--- src/rtl/riscv_pkg.sv ---
// riscv_pkg: shared constants for the RV32 front end.
//   XLEN / ILEN : architectural address and instruction widths
//   NOP_INSN    : addi x0,x0,0, which decode substitutes when inst_valid is low
//   RESET_PC    : fetch address after reset, shared with program_counter
//   cnt_width() : bits needed to hold an occupancy count of 0..depth
package riscv_pkg;

  localparam int unsigned XLEN = 32;
  localparam int unsigned ILEN = 32;

  localparam logic [31:0] NOP_INSN = 32'h0000_0013;
  localparam logic [31:0] RESET_PC = 32'h0000_0000;

  function automatic int unsigned cnt_width(input int unsigned depth);
    return $clog2(depth + 1);
  endfunction

endpackage

--- src/rtl/sync_fifo.sv ---
// sync_fifo: single-clock FIFO with combinational head.
// Parameters: WIDTH (entry width), DEPTH (entries, power of two, >= 2).
// Ports:
//   clk, rst   clock and synchronous active-high reset
//   push       write push_data (accepted when not full, or when full and popping)
//   pop        drop the head entry (ignored when empty)
//   clear      synchronous flush of all entries
//   head       current head entry, valid while !empty
//   count      occupancy 0..DEPTH
//   full/empty occupancy flags
module sync_fifo #(
  parameter int unsigned WIDTH = 32,
  parameter int unsigned DEPTH = 2
) (
  input  logic                       clk,
  input  logic                       rst,
  input  logic                       push,
  input  logic [WIDTH-1:0]           push_data,
  input  logic                       pop,
  input  logic                       clear,
  output logic [WIDTH-1:0]           head,
  output logic [$clog2(DEPTH+1)-1:0] count,
  output logic                       full,
  output logic                       empty
);
  import riscv_pkg::*;

  localparam int unsigned CW = cnt_width(DEPTH);
  localparam int unsigned PW = $clog2(DEPTH);

  logic [WIDTH-1:0] mem [DEPTH];
  logic [PW-1:0]    wr_ptr;
  logic [PW-1:0]    rd_ptr;
  logic [CW-1:0]    cnt;
  logic             do_push;
  logic             do_pop;

  always_comb begin
    empty   = (cnt == '0);
    full    = (cnt == CW'(DEPTH));
    do_pop  = pop && !empty;
    // A full FIFO may still take a write when the head leaves in the same cycle.
    do_push = push && (!full || do_pop);
    head    = mem[rd_ptr];
    count   = cnt;
  end

  always_ff @(posedge clk) begin
    if (do_push && !clear) begin
      mem[wr_ptr] <= push_data;
    end
  end

  // Pointers wrap naturally because DEPTH is a power of two.
  always_ff @(posedge clk) begin
    if (rst || clear) begin
      wr_ptr <= '0;
      rd_ptr <= '0;
      cnt    <= '0;
    end else begin
      if (do_push) wr_ptr <= wr_ptr + 1'b1;
      if (do_pop)  rd_ptr <= rd_ptr + 1'b1;
      case ({do_push, do_pop})
        2'b10:   cnt <= cnt + 1'b1;
        2'b01:   cnt <= cnt - 1'b1;
        default: cnt <= cnt;
      endcase
    end
  end

endmodule

--- src/rtl/fetch_unit.sv ---
// fetch_unit: instruction fetch front end between program_counter and imem.
// Issues in-order requests for pc, tracks in-flight PCs in a tag FIFO, queues
// returned {pc, word} pairs for decode, and discards everything older than a
// taken branch (flush) by counting responses still owed in drop_cnt.
// Parameters: DEPTH (total fetch credits, power of two, >= 2), XLEN.
// Ports:
//   clk, rst                      clock, synchronous active-high reset
//   pc, pc_stall                  fetch address in; hold request out
//   flush                         redirect, same cycle as the PC's branch_en
//   imem_req_valid/addr/ready     request channel to instruction memory
//   imem_rsp_valid/data           in-order, non-backpressurable responses
//   inst_valid/data/pc/ready      instruction channel to decode
// Build option: define FETCH_BYPASS_EN to forward a response straight to
// decode in its own cycle when nothing older is queued or being dropped.
module fetch_unit #(
  parameter int unsigned DEPTH = 2,
  parameter int unsigned XLEN  = 32
) (
  input  logic            clk,
  input  logic            rst,
  input  logic [XLEN-1:0] pc,
  output logic            pc_stall,
  input  logic            flush,
  output logic            imem_req_valid,
  output logic [XLEN-1:0] imem_req_addr,
  input  logic            imem_req_ready,
  input  logic            imem_rsp_valid,
  input  logic [XLEN-1:0] imem_rsp_data,
  output logic            inst_valid,
  output logic [XLEN-1:0] inst_data,
  output logic [XLEN-1:0] inst_pc,
  input  logic            inst_ready
);
  import riscv_pkg::*;

  localparam int unsigned CW = cnt_width(DEPTH);
  localparam int unsigned UW = CW + 2;

  logic [CW-1:0]     tag_count;
  logic [CW-1:0]     q_count;
  logic [CW-1:0]     drop_cnt;
  logic [CW-1:0]     flush_drop;
  logic [UW-1:0]     used;
  logic [UW-1:0]     flush_sum;
  logic              tag_full;
  logic              tag_empty;
  logic              q_full;
  logic              q_empty;
  logic [XLEN-1:0]   tag_head;
  logic [2*XLEN-1:0] q_head;
  logic              req_fire;
  logic              rsp_live;
  logic              rsp_drop;
  logic              rsp_take;
  logic              bypass_hit;
  logic              q_push;
  logic              q_pop;

  always_comb begin
    // Every credit is either in flight, owed as a drop, or sitting in the
    // queue, so a response always finds room without back-pressure.
    used = UW'(tag_count) + UW'(drop_cnt) + UW'(q_count);

    imem_req_valid = !rst && !flush && (used < UW'(DEPTH));
    imem_req_addr  = pc;
    req_fire       = imem_req_valid && imem_req_ready;
    pc_stall       = rst || (!flush && !req_fire);

    // A response during flush belongs to the discarded stream.
    rsp_live = imem_rsp_valid && !rst && !flush;
    rsp_drop = rsp_live && (drop_cnt != '0);
    rsp_take = rsp_live && (drop_cnt == '0) && !tag_empty;

`ifdef FETCH_BYPASS_EN
    bypass_hit = rsp_take && q_empty;
`else
    bypass_hit = 1'b0;
`endif

    inst_valid = !rst && !flush && (!q_empty || bypass_hit);
    inst_pc    = bypass_hit ? tag_head      : q_head[2*XLEN-1 -: XLEN];
    inst_data  = bypass_hit ? imem_rsp_data : q_head[XLEN-1:0];

    q_pop  = inst_valid && inst_ready && !q_empty;
    q_push = rsp_take && !(bypass_hit && inst_ready);

    // Everything in flight at the flush becomes a drop; a response landing
    // in the flush cycle itself settles one of those debts immediately.
    flush_sum = UW'(drop_cnt) + UW'(tag_count);
    if (imem_rsp_valid && (flush_sum != '0)) begin
      flush_sum = flush_sum - 1'b1;
    end
    flush_drop = CW'(flush_sum);
  end

  always_ff @(posedge clk) begin
    if (rst) begin
      drop_cnt <= '0;
    end else if (flush) begin
      drop_cnt <= flush_drop;
    end else if (rsp_drop) begin
      drop_cnt <= drop_cnt - 1'b1;
    end
  end

  sync_fifo #(
    .WIDTH (XLEN),
    .DEPTH (DEPTH)
  ) u_tag_fifo (
    .clk       (clk),
    .rst       (rst),
    .push      (req_fire),
    .push_data (pc),
    .pop       (rsp_take),
    .clear     (flush),
    .head      (tag_head),
    .count     (tag_count),
    .full      (tag_full),
    .empty     (tag_empty)
  );

  sync_fifo #(
    .WIDTH (2*XLEN),
    .DEPTH (DEPTH)
  ) u_inst_queue (
    .clk       (clk),
    .rst       (rst),
    .push      (q_push),
    .push_data ({tag_head, imem_rsp_data}),
    .pop       (q_pop),
    .clear     (flush),
    .head      (q_head),
    .count     (q_count),
    .full      (q_full),
    .empty     (q_empty)
  );

`ifndef SYNTHESIS
  always_ff @(posedge clk) begin
    if (!rst && imem_rsp_valid && (drop_cnt == '0) && tag_empty) begin
      $error("fetch_unit: response with no outstanding request");
    end
    if (!rst && req_fire && tag_full) begin
      $error("fetch_unit: request issued with tag FIFO full");
    end
    if (!rst && q_push && q_full && !q_pop) begin
      $error("fetch_unit: instruction queue overflow");
    end
  end
`endif

endmodule

--- config.mk ---
export PLATFORM = sky130hd
export DESIGN_NAME = fetch_unit
export DESIGN_NICKNAME = d
export VERILOG_FILES = /design/src/rtl/riscv_pkg.sv /design/src/rtl/sync_fifo.sv /design/src/rtl/fetch_unit.sv
export SDC_FILE = /design/constraint.sdc
export NUM_CORES = 1
export LEC_CHECK = 0
export ABC_AREA = 1
export CAP_MARGIN = 20
export CORE_MARGIN = 2
export CORE_UTILIZATION = 30
export DETAILED_ROUTE_END_ITERATION = 10
export SYNTH_ARGS = -nofsm -noshare
export SYNTH_HDL_FRONTEND = slang
export SYNTH_SLANG_ARGS = --single-unit
--- constraint.sdc ---
create_clock -name clk -period 9.9 [get_ports clk]
set_clock_uncertainty 0.2 [all_clocks]
set_input_delay 2.475 -clock clk [delete_from_list [all_inputs] [get_ports clk]]
set_output_delay 2.475 -clock clk [all_outputs]
set_load 0.1 [all_outputs]
==> results.txt, run 1 <==
CTS Hold Bufs: 0
Fin Setup TNS: 0 ns
Simple-gate share of the synthesized area: 0.0403
Post-CTS Resized: 0
Slew Limit Fails: 0
Number of remaining DRC errors: 13
Vias in the first global route: 4508
Commonest non-fill, non-tap cell in the layout: edfxtp_1
ANT cells: 0
Die H: 167 um
Max cap viols: 0
Hpwl dp: 9750 um
Pwr dens: 179 nW/um^2
Final cycle utilization of the critical path: 0.764
Syn avg cell area: 17.9 sq um
Setup Crit Path Kind: input port to output port
Max frequency: 132 MHz
Slew margin rel.: 0.309
Area Growth Syn to Fin: 33.1%
Adder-cell share of the synthesized area: 0.0113
# fillers: 2385
Tightest Hold Check Type: flip-flop to flip-flop
Total setup buffers inserted after CTS: 0
Nets@finish: 679
Xor/xnor share of the synthesized area: 0.00109
Mux share of post-synthesis cell area: 0.135
Tmin final: 7.57 ns
Skew-Pair Late Insertion Delay: 0.50 ns
Post-route ant nets: 0
Placed instance count: 911
Mapped Cells: 448
Via density: 4.39
CP startpoint kind: input port
First-pass GRT wire length: 24000 um
RSZ-0062 raised after global routing: no
Maximum vdd drop: 0.000108 V
Initial antenna violation count: 0
Commonest non-fill, non-tap cells in the layout: edfxtp_1, clkdlybuf4s50_1, mux2_2, clkbuf_16, nand2_1
Register bit total from synthesis: 204
GRT Overall Usage: 0.109
Row cnt: 59
Pin count of the biggest net entering global routing: 65
Clock sink count: 204
Worst R2R Setup Slack: 6.49 ns
Worst path slowest cell: clkdlybuf4s50_1
Layout cells sized above 1: 0.248
Crit Path Max Fanout: 10
Initial drt markers: 203
Final RePlAce weighted congestion: 0.730
CP max stage delay: 1.15 ns
IO buf count: 168
Drt total wl: 15600 um
CP Cell Sequence: clkdlybuf4s50_1 > nor2_8 > nand2_4 > nor2_4 > nand3_4 > clkinv_2 > o21ai_1 > clkdlybuf4s50_1
Ys flop type: edfxtp_1
Outcome: finished with violations
Die width: 167 um
Number of synthesized flops with an enable pin: 192
Required @ worst endpoint: 7.23 ns
Global route total overflow: 0
H-tree depth: 1
Yosys Warn Count: 0
Crit. End Element: output port
Critical Path AT: 4.89 ns
Per-cell routed wire length: 16.3 um
Clock slew at reported path FFs: 0.06 ns
Largest family of logic cells by synthesized area: multiplexers
Core area: 26100 sq um
Total CTS buffers: 24
Initial core utilization: 0.306
Register area: 6010 sq um
CTS root buffer: clkbuf_16
Final std cells w/o fill: 956
Synth Area in Compound Gates: 0.0144
Static Leak: 3.53 nW
Sequential-to-total area share from yosys stat: 0.750
Post-Syn Nets: 524
Synth cell types: 33
Asr flop ratio synth: 0
Area taken by multi-input logic gates: 1650 sq um
CP most frequent cell: clkdlybuf4s50_1
DRT Pass-1 Iters: 7
Via count: 4201
Mapped cell area: 8010 sq um
Slew @ Worst Pin: 1.03 ns
CTS tree: yes
Final hold vios: 0
Max clock buf depth: 3
Final setup viols: 0
Violations in the final reports: design-rule violations
Die ar.: 28000 sq um
IO Count: 169
## cell families after synthesis
logic type,after synthesis
compound gates,21
xor+xnor,1
fa+ha+maj,6
buf+inv,66
flops,204
mux,96
simple gates,54
## cells in the mapped netlist (3+ instances only)
cell type	n	area, sq um
edfxtp_1	192	5770
mux2_2	93	1050
buf_4	32	240
nand2_1	21	78.8
inv_1	20	75.1
a21oi_1	12	60.1
dfxtp_1	12	240
nor2_1	11	41.3
buf_2	9	45.0
nand3_1	6	30.0
ha_1	4	50.1
mux2_1	3	33.8
o21ai_0	3	15.0
## worst paths after layout
kind / startpoint / endpoint / depth (start not counted)
worst max-delay path: flush / pc_stall / 8
worst max register to register: u_tag_fifo.count[0] / u_tag_fifo.mem[0][9] / 11
worst min-delay path: u_inst_queue.rd_ptr / u_inst_queue.rd_ptr / 1
worst min register to register: u_inst_queue.rd_ptr / u_inst_queue.rd_ptr / 1
## worst max-delay path: cells and delay by family
kind | cells | cell delay, ns
buf+inv | 3 | 1.94
simple gates | 4 | 0.34
compound gates | 1 | 0.13
## state kept, by name, summed over array words and instances (netlist names), named ones only
register,flops
u_inst_queue.wr_ptr,1
u_inst_queue.mem,128
u_tag_fifo.count,2
drop_cnt,2
u_inst_queue.count,2
u_tag_fifo.mem,64
u_tag_fifo.rd_ptr,1
u_inst_queue.rd_ptr,1
u_tag_fifo.wr_ptr,1
## power breakdown
part	internal [W]	switching (W)
logic	0.0000480	0.0000923
registers	0.000948	0.00000229
clock network	0.000483	0.000332
total	0.00148	0.000427
## area by class of cell
cell class                 count  area share
inverter                      23     0.00834
clock buffer                  26      0.0591
multi-input combinational    178       0.154
clock inverter                18      0.0109
timing repair buffer         172       0.164
tap                          335      0.0393
sequential                   204       0.564
## per-layer routing
metal	share of wire	vias to the layer above	GRT usage
li1	-	1965	-
met1	0.41	2067	0.127
met2	0.51	136	0.198
met3	0.055	33	0.0272
met4	0.027	0	0.0318
met5	0	-	0
## through the flow
step	power (W)	instance area [sq um]	hold WS, ns	setup slack [ns]	utilization
2_1_floorplan	0.00106	8010	0.263	3.10	-
3_3_place_gp	0.00110	9860	0.271	2.41	0.377
3_5_place_dp	0.00111	9880	0.288	2.35	0.378
4_1_cts	0.00194	10600	0.306	2.33	0.407
5_1_grt	0.00197	10700	0.336	2.25	0.408
6_report	0.00191	10700	0.300	2.33	0.408
(Power assumes the default switching activity.)
==> inputs of run 2 (changes only) <==
Clock period 9.9 ns to 7.2 ns, I/O delays scaled along.
==> results.txt, run 2 (synthesis gave the netlist of run 1 again) <==
Initial core utilization: 0.306 (unchanged)
CP bufs+invs: 2 (-1)
CP startpoint kind: input port
Global route total overflow: 0 (unchanged)
Die ar.: 28000 sq um (unchanged)
Tmin final: 5.50 ns
Pin count of the biggest net entering global routing: 65 (unchanged)
Final hold vios: 0 (unchanged)
Slew margin rel.: 0.321 (+0.0121)
Required @ worst endpoint: 5.20 ns (-2.03 ns)
Max cap viols: 0 (unchanged)
Commonest non-fill, non-tap cells in the layout: edfxtp_1, clkdlybuf4s50_1, mux2_2, clkbuf_16, nand2_1
Area Growth Syn to Fin: 32.7%
Initial drt markers: 225 (+11%)
Max clock buf depth: 3 (unchanged)
Fin Setup TNS: 0 ns (unchanged)
Core area: 26100 sq um (unchanged)
CTS Hold Bufs: 0 (unchanged)
Final RePlAce weighted congestion: 0.722 (-1.0%)
Post-CTS Resized: 0 (unchanged)
Crit. End Element: output port
Slew Limit Fails: 0 (unchanged)
Largest regs: u_inst_queue.mem (128), u_tag_fifo.mem (64)
Die width: 167 um (unchanged)
H-tree depth: 1 (unchanged)
GRT Overall Usage: 0.114 (+0.00500)
First-pass GRT wire length: 25200 um (+5.0%)
Drt total wl: 16100 um (+2.8%)
Critical Path AT: 3.50 ns (-1.39 ns)
Max frequency: 182 MHz
IO buf count: 168 (unchanged)
Commonest non-fill, non-tap cell in the layout: edfxtp_1
Static Leak: 3.53 nW (about the same)
Crit Path Max Fanout: 3 (-7)
RSZ-0062 raised after global routing: no
Layout cells sized above 1: 0.255 (+0.00726)
Final hold slack: 0.297 ns (-0.00279 ns)
Max FFs per register: 128 (unchanged)
Clock slew at reported path FFs: 0.06 ns (about the same)
CP most frequent cell: clkdlybuf4s50_1
Critical path's top delay family: buffers and inverters
ANT cells: 0 (unchanged)
Worst path slowest cell: clkdlybuf4s50_1
Maximum vdd drop: 0.000159 V (+47%)
CTS tree: yes
Number of remaining DRC errors: 13 (unchanged)
Post-route ant nets: 0 (unchanged)
Nets@finish: 680 (+0.15%)
Violations in the final reports: design-rule violations
Setup Crit Path Kind: input port to output port
CP max stage delay: 1.16 ns (about the same)
Final setup viols: 0 (unchanged)
Skew-Pair Late Insertion Delay: 0.50 ns (about the same)
Tightest Hold Check Type: flip-flop to flip-flop
Via density: 4.44 (+0.93%)
Total setup buffers inserted after CTS: 0 (unchanged)
Die H: 167 um (unchanged)
Per-cell routed wire length: 16.8 um (+3.1%)
Clock sink count: 204 (unchanged)
Final cycle utilization of the critical path: 0.764
CP Cell Sequence: clkdlybuf4s50_1 > clkdlybuf4s50_1
Top reg by flops: u_inst_queue.mem
Row cnt: 59 (unchanged)
Outcome: finished with violations
IO Count: 169 (unchanged)
Total CTS buffers: 23 (-4.2%)
DRT Pass-1 Iters: 8 (+1)
Slew @ Worst Pin: 1.02 ns (-0.0181 ns)
Vias in the first global route: 4558 (+1.1%)
Initial antenna violation count: 0 (unchanged)
CTS root buffer: clkbuf_16
Hpwl dp: 10200 um (+4.5%)
Via count: 4231 (+0.71%)
Pwr dens: 245 nW/um^2 (+37%)
## run 2: report_power, final
part	switching, W	internal (W)
clock network	0.000448	0.000655
registers	0.00000327	0.00130
logic	0.000126	0.0000655
## run 2: layer usage
layer | track usage | part of all wire | routed length, um
met1 | 0.135 | 0.41 | 6650
met2 | 0.207 | 0.51 | 8140
met3 | 0.0274 | 0.059 | 942
met4 | 0.0299 | 0.021 | 339
met5 | 0 | 0 | 0
## run 2: final timing paths
kind / startpoint / endpoint / slack (ns) / cells past startpoint
worst min-delay path: u_inst_queue.rd_ptr / u_inst_queue.rd_ptr / 0.30 / 1
worst max-delay path: pc[23] / imem_req_addr[23] / 1.70 / 2
worst max register to register: drop_cnt[0] / u_tag_fifo.mem[1][9] / 3.81 / 11
worst min register to register: u_inst_queue.rd_ptr / u_inst_queue.rd_ptr / 0.30 / 1
## run 2: layout make-up
class / instances / area [sq um]
repair buffers: 174 / 1740
clock inverters: 14 / 125
clock buffers: 26 / 587
flip-flops and latches: 204 / 6010
multi-input cells: 178 / 1650
inverters: 23 / 88.8
well taps: 335 / 419
fillers: 2406 / 15500
## run 2: through the flow
stage / cell area [sq um] / cells / utilization / total power (W) / setup WS, ns
6_report: 10600 / 954 / 0.406 / 0.00260 / 1.70
5_1_grt: 10600 / 954 / 0.406 / 0.00270 / 1.66
4_1_cts: 10600 / 954 / 0.406 / 0.00265 / 1.68
3_5_place_dp: 9910 / 914 / 0.379 / 0.00152 / 1.68
3_3_place_gp: 9870 / 912 / 0.378 / 0.00152 / 1.69
2_1_floorplan: 8010 / 448 / - / 0.00146 / 1.54
